### src/rtl/eh2_dec_gpr_wb_arb.sv
// Late-writeback arbiter for the per-thread GPR file.
// Four long-latency requesters each own a small FIFO; every cycle up to two
// FIFO heads are granted round-robin onto the GPR write ports that the
// primary pipeline leaves idle. A per-thread pending-write mask is published
// so decode can stall reads of registers that still have a queued write.
//
// Handshake: a requester entry is accepted on the clock edge where
// req_valid[i] && req_ready[i]. req_ready is derived from registered state
// only, so a full FIFO never accepts in the same cycle its head pops.
module eh2_dec_gpr_wb_arb #(
    parameter int DEPTH = 2
) (
    input  logic             clk,
    input  logic             rst_l,
    input  logic [3:0]       req_valid,
    output logic [3:0]       req_ready,
    input  logic [3:0]       req_tid,
    input  logic [3:0][4:0]  req_addr,
    input  logic [3:0][31:0] req_data,
    input  logic [1:0]       port_busy,
    output logic [1:0]       wen,
    output logic [1:0]       wtid,
    output logic [1:0][4:0]  waddr,
    output logic [1:0][31:0] wd,
    output logic [1:0][1:0]  wgnt_id,
    output logic [1:0][31:0] pend_mask,
    input  logic             scan_mode
);
    localparam int PW = (DEPTH > 1) ? $clog2(DEPTH) : 1;
    localparam int CW = $clog2(DEPTH + 1);

    logic [PW-1:0] rd_q  [4];
    logic [PW-1:0] wr_q  [4];
    logic [CW-1:0] cnt_q [4];
    logic [1:0]    rr_q, rr_d;

    logic          ent_tid_q  [4][DEPTH];
    logic [4:0]    ent_addr_q [4][DEPTH];
    logic [31:0]   ent_data_q [4][DEPTH];

    logic [3:0]       head_vld, push, pop;
    logic [3:0]       head_tid;
    logic [3:0][4:0]  head_addr;
    logic [3:0][31:0] head_data;

    // scratch for the grant scan
    logic [1:0] sel_n;
    logic       sel_tid;
    logic [4:0] sel_addr;
    logic [1:0] idx;
    logic       first_port;

    // scan_mode has no functional effect
    logic unused_scan;
    assign unused_scan = scan_mode;

    function automatic logic [PW-1:0] ptr_inc(input logic [PW-1:0] p);
        return (int'(p) == DEPTH - 1) ? '0 : p + PW'(1);
    endfunction

    // FIFO status and head fields from registered state
    always_comb begin
        for (int i = 0; i < 4; i++) begin
            req_ready[i] = (cnt_q[i] < CW'(DEPTH));
            head_vld[i]  = (cnt_q[i] != '0);
            head_tid[i]  = ent_tid_q[i][rd_q[i]];
            head_addr[i] = ent_addr_q[i][rd_q[i]];
            head_data[i] = ent_data_q[i][rd_q[i]];
        end
        push = req_valid & req_ready;
    end

    // Round-robin grant scan: x0 heads drop, first grant to lowest free port,
    // second grant to the other port unless it targets the same {tid, addr}
    always_comb begin
        wen        = '0;
        wtid       = '0;
        waddr      = '0;
        wd         = '0;
        wgnt_id    = '0;
        pop        = '0;
        rr_d       = rr_q;
        sel_n      = 2'd0;
        sel_tid    = 1'b0;
        sel_addr   = '0;
        idx        = '0;
        first_port = port_busy[0];
        for (int k = 0; k < 4; k++) begin
            idx = rr_q + 2'(k);
            if (head_vld[idx]) begin
                if (head_addr[idx] == 5'd0) begin
                    pop[idx] = 1'b1;
                end else if (sel_n == 2'd0 && port_busy != 2'b11) begin
                    wen[first_port]     = 1'b1;
                    wtid[first_port]    = head_tid[idx];
                    waddr[first_port]   = head_addr[idx];
                    wd[first_port]      = head_data[idx];
                    wgnt_id[first_port] = idx;
                    pop[idx]            = 1'b1;
                    rr_d                = idx + 2'd1;
                    sel_n               = 2'd1;
                    sel_tid             = head_tid[idx];
                    sel_addr            = head_addr[idx];
                end else if (sel_n == 2'd1 && port_busy == 2'b00 &&
                             !(head_tid[idx] == sel_tid && head_addr[idx] == sel_addr)) begin
                    wen[1]     = 1'b1;
                    wtid[1]    = head_tid[idx];
                    waddr[1]   = head_addr[idx];
                    wd[1]      = head_data[idx];
                    wgnt_id[1] = idx;
                    pop[idx]   = 1'b1;
                    rr_d       = idx + 2'd1;
                    sel_n      = 2'd2;
                end
            end
        end
    end

    // Pending-write mask: OR of every live entry's {tid, addr}; x0 never marks
    always_comb begin
        pend_mask = '0;
        for (int i = 0; i < 4; i++) begin
            for (int j = 0; j < DEPTH; j++) begin
                if ((((j + DEPTH - int'(rd_q[i])) % DEPTH) < int'(cnt_q[i])) &&
                    (ent_addr_q[i][j] != 5'd0)) begin
                    pend_mask[ent_tid_q[i][j]][ent_addr_q[i][j]] = 1'b1;
                end
            end
        end
    end

    // Pointers, occupancy and round-robin pointer
    always_ff @(posedge clk or negedge rst_l) begin
        if (!rst_l) begin
            for (int i = 0; i < 4; i++) begin
                rd_q[i]  <= '0;
                wr_q[i]  <= '0;
                cnt_q[i] <= '0;
            end
            rr_q <= '0;
        end else begin
            rr_q <= rr_d;
            for (int i = 0; i < 4; i++) begin
                if (push[i]) wr_q[i] <= ptr_inc(wr_q[i]);
                if (pop[i])  rd_q[i] <= ptr_inc(rd_q[i]);
                if (push[i] && !pop[i])      cnt_q[i] <= cnt_q[i] + CW'(1);
                else if (pop[i] && !push[i]) cnt_q[i] <= cnt_q[i] - CW'(1);
            end
        end
    end

    // Entry storage; contents only matter while covered by the occupancy count
    always_ff @(posedge clk) begin
        for (int i = 0; i < 4; i++) begin
            if (push[i]) begin
                ent_tid_q[i][wr_q[i]]  <= req_tid[i];
                ent_addr_q[i][wr_q[i]] <= req_addr[i];
                ent_data_q[i][wr_q[i]] <= req_data[i];
            end
        end
    end
endmodule

### config.mk
export PLATFORM = sky130hd
export DESIGN_NAME = eh2_dec_gpr_wb_arb
export DESIGN_NICKNAME = d
export VERILOG_FILES = /design/src/rtl/eh2_dec_gpr_wb_arb.sv
export SDC_FILE = /design/constraint.sdc
export NUM_CORES = 1
export LEC_CHECK = 0
export BUFFER_PORTS_ARGS = -buffer_cell sky130_fd_sc_hd__buf_2
export CORE_ASPECT_RATIO = 1.2
export CORE_MARGIN = 2
export CORE_UTILIZATION = 44
export CTS_CLUSTER_SIZE = 10
export DETAILED_ROUTE_END_ITERATION = 16
export GPL_TIMING_DRIVEN = 0
export REMOVE_ABC_BUFFERS = 1
export SYNTH_ARGS = -nofsm -noshare
export SYNTH_HDL_FRONTEND = slang
export SYNTH_SLANG_ARGS = --single-unit
### constraint.sdc
create_clock -name clk -period 13.09 [get_ports clk]
set_clock_uncertainty 0.05 [all_clocks]
set_input_delay 2.618 -clock clk [delete_from_list [all_inputs] [get_ports clk]]
set_output_delay 2.618 -clock clk [all_outputs]
set_load 0.01 [all_outputs]
==> impl_metrics.py <==
metrics = {
    "outcome": {
        "status": "completed",
    },
    "place": {
        "placed_cell_area_sq_mm": 0.0261,
        "gp_congestion": 1.01,
        "dp_cells": 3447,
        "post-place-ws_ns": 2.89,
        "io_buffers": 307,
        "place_hpwl_microns": 77500,
    },
    "clock_tree": {
        "numCtsBuffers": 40,
        "cts_resized": 0,
        "htreeDepth": 2,
        "cts_root_buffer": "clkbuf_16",
        "clock_sinks": 322,
        "clk_path_buf_depth": 3,
        "cts_setup_buffers": 0,
        "cts_hold_buf": 0,
        "clk_latency_ns": 0.57,
        "cts_tree": "built",
        "path_clk_slew_ns": 0.06,
    },
    "drt": {
        "wl_microns": 111000,
        "ant_nets": 0,
        "wl_per_cell_microns": 31.5,
        "drc_errors": 0,
        "viasPerCell": 7.25,
        "vias": 25500,
        "dr.first_iter.drc_count": 3762,
        "drt_pre_antenna_iters": 7,
    },
    "grt": {
        "grt_max_degree": 84,
        "antenna_found_initial": 14,
        "grt_use_total_pct": 37.6,
        "globalRouteOverflowTotal": 0,
        "grt_pass1_wl_microns": 158000,
        "grt_pass1_vias": 23400,
    },
    "sta": {
        "rsz0062_at_grt": "false",
        "timing.fmax_ghz": 0.0911,
        "setup_viol": 0,
        "period_needed_ns": 10.98,
        "timing.slew.headroom_pct": 8.13,
        "finalSetupTns_ns": 0,
        "worst_slack_ns": 2.11,
        "report.final.slew_viol_count": 0,
        "final.period_utilization_pct": 83.9,
        "worst_pin_slew_ns": 1.37,
        "finalHoldViolations": 0,
    },
    "power": {
        "comb_power_share_pct": 68.5,
        "power_uw": 8570,
        "p_int_uw": 4010,
        "powerDensity_mw_per_mm2": 314,
        "leakage_uw": 0.00956,
        "seqPwrFrac_pct": 19.3,
        "p_clk_share_pct": 12.1,
        "vdd_drop_max_mv": 0.247,
        "p_switching_uw": 4560,
        "switching_share_pct": 53.2,
    },
    "synth": {
        "yosys.area.top_type": "edfxtp_1",
        "synthFlopType": "edfxtp_1",
        "synthCells": 2656,
        "synthArstFlopShare_pct": 5.59,
        "ys_types": 84,
        "syn-mean-instance-area_sq_um": 9.07,
        "syn_area_sq_mm": 0.0241,
        "synth_seq_cells": 322,
        "synth_edf_count": 304,
        "ys_seq_area_share_pct": 39.8,
        "yosys-top-cells-area": "edfxtp_1 (38%), o22ai_1 (5.7%), a21oi_1 (5.4%)",
        "yosysTopAreaCellShare_pct": 37.9,
        "synth_warnings": 0,
    },
    "worst_setup_path": {
        "path_max_fanout": 75,
        "critical_path_required_ns": 10.42,
        "crit_arrival_ns": 8.31,
        "crit_cells": 18,
        "critPathKind": "reg2out",
        "start_kind": "register",
        "max_stage_delay_ns": 0.87,
        "worstReg2RegEnd": "cnt_q[1]$_DFFE_PN0P_",
        "critPathMostFrequentCell": "buf_16",
        "slowest_stage": "o32a_4",
        "path_cells": "buf_16 > buf_16 > inv_4 > buf_16 > ha_4 > buf_16 > inv_4 > buf_16 > mux4_2 > xnor2_1 > and3_1 > o221ai_1 > a222oi_1 > o32a_4 > a21boi_2 > nand4_1 > o221ai_1 > buf_2",
        "crit_buf_inv": 8,
        "endpoint_kind": "output pin",
        "cpLargestDelayFamily": "buffers and inverters",
        "reg2reg_slack_ns": 5.33,
        "reg2reg_depth": 21,
        "r2r_start": "rr_q[0]$_DFFE_PN0P_",
    },
    "cells_and_area": {
        "num-nets-final": 2948,
        "drive_gt1_share_pct": 19.2,
        "post-route-cell-area_sq_mm": 0.0273,
        "areaGrowthSynthToFinish_pct": 13.5,
        "final_cells": 3513,
    },
    "floorplanning": {
        "start_util_pct": 44.7,
        "die_area_sq_mm": 0.0566,
        "die_height_microns": 260,
        "fp.dieW_microns": 218,
        "rows": 93,
        "coreArea_sq_mm": 0.0539,
        "io_pins": 311,
    },
    "hold_path": {
        "hold_class": "reg2reg",
        "hold_path.startpoint": "wr_q[0]$_DFFE_PN0P_",
        "whs_path_depth": 1,
        "worst_hold_path.endpoint": "wr_q[0]$_DFFE_PN0P_",
    },
    "job": {
        "max_cap_viol_count": 0,
    },
}
-- flip-flops by register name (all words and copies together) (netlist names) --
register    flops
rd_q            4
wr_q            4
ent_addr_q     40
ent_data_q    256
rr_q            2
ent_tid_q       8
cnt_q           8
-- how the worst max path moves through the flow --
stage / start / end / slack, ns
CTS: rr_q[0]$_DFFE_PN0P_ / waddr[7] / 2.26
floorplan: rr_q[0]$_DFFE_PN0P_ / waddr[6] / -3.70
finish: rr_q[0]$_DFFE_PN0P_ / waddr[7] / 2.11
detailed placement: rr_q[0]$_DFFE_PN0P_ / waddr[7] / 2.89
global placement: rr_q[0]$_DFFE_PN0P_ / waddr[9] / -14.34
global route: rr_q[0]$_DFFE_PN0P_ / waddr[7] / 1.83
-- metal layers --
layer | track usage, % | up-vias | wire [microns] | part of all wire [%]
met5 | 0 | - | 106 | 0.096
met4 | 19.0 | 16 | 6880 | 6.2
met3 | 7.38 | 419 | 11000 | 10
met2 | 63.5 | 1859 | 52500 | 47
met1 | 45.6 | 12400 | 40100 | 36
li1 | - | 10800 | - | -
-- kinds of logic (layout without fill, tap and decap cells) --
group / after synthesis / after routing / share of synthesized area (%)
xor+xnor: 27 / 27 / 0.982
flops: 322 / 322 / 39.8
other cells: 1 / 10 / 0.0156
fa+ha+maj: 10 / 10 / 0.520
buf+inv: 278 / 414 / 5.13
mux: 152 / 152 / 7.40
compound gates: 974 / 974 / 27.6
simple gates: 892 / 892 / 18.6
-- cell usage in the layout (no fill, tap or decap), types with 82 or more instances in the layout --
cell | netlist | routed
o22ai_1 | 220 | 220
a21oi_1 | 260 | 260
nor3_1 | 102 | 101
nand2_1 | 261 | 261
a221oi_1 | 128 | 128
mux2i_1 | 82 | 82
buf_2 | 29 | 307
edfxtp_1 | 304 | 304
nor2_1 | 173 | 170
-- layout make-up --
| cell class | instances | area (sq um) |
|---|---|---|
| Multi-Input combinational cell | 2057 | 13400 |
| Clock inverter | 7 | 119 |
| Inverter | 15 | 63.8 |
| Timing Repair Buffer | 341 | 2180 |
| Antenna cell | 8 | 20.0 |
| Fill cell | 4991 | 26500 |
| Sequential cell | 322 | 9600 |
| Tap cell | 712 | 891 |
| Clock buffer | 51 | 1060 |
-- cell usage after synthesis, drive strengths merged, types with 5 or more instances --
library cell	count
edfxtp	304
nand2	261
a21oi	260
o22ai	221
clkbuf	176
nor2	174
a221oi	129
nor3	103
buf	87
mux2i	82
a21o	72
a31oi	72
o221ai	72
nand4	69
nor2b	64
mux2	55
and2	47
nand3	43
o31a	34
o21ai	30
nand3b	25
nand2b	21
nor4	21
or3	21
dfrtp	18
xnor2	17
inv	15
mux4	15
o32ai	12
or2	12
or3b	11
ha	10
xor2	10
a211oi	8
and3	8
o211ai	8
o22a	8
a222oi	6
a31o	6
a32o	6
a32oi	5
o32a	5
-- metrics by stage --
stage / util, % / hold WS, ns
3_3_place_gp: 47.0 / 0.419
5_1_grt: 50.7 / 0.501
6_report: 50.7 / 0.488
2_1_floorplan: - / 0.405
4_1_cts: 50.7 / 0.490
3_5_place_dp: 48.5 / 0.477
-- power groups by stage --
stage / sequential, uW / combinational, uW / clock, uW
4_1_cts: 1650 / 5690 / 1050
2_1_floorplan: 1610 / 3590 / 0
3_5_place_dp: 1670 / 5670 / 0
5_1_grt: 1680 / 6200 / 1090
3_3_place_gp: 1780 / 5380 / 0
6_report: 1660 / 5870 / 1040
-- worst register-to-register path: cells and delay by family (launching register included) --
family | cells | cell delay [ns]
muxes | 1 | 0.69
AOI/OAI and AO/OA | 5 | 1.47
adders and majority gates | 2 | 0.71
buffers and inverters | 7 | 2.55
DFF | 1 | 0.64
and+or+nand+nor | 4 | 1.26
xor gates and xnor gates | 2 | 0.32
(Power assumes the default switching activity.)
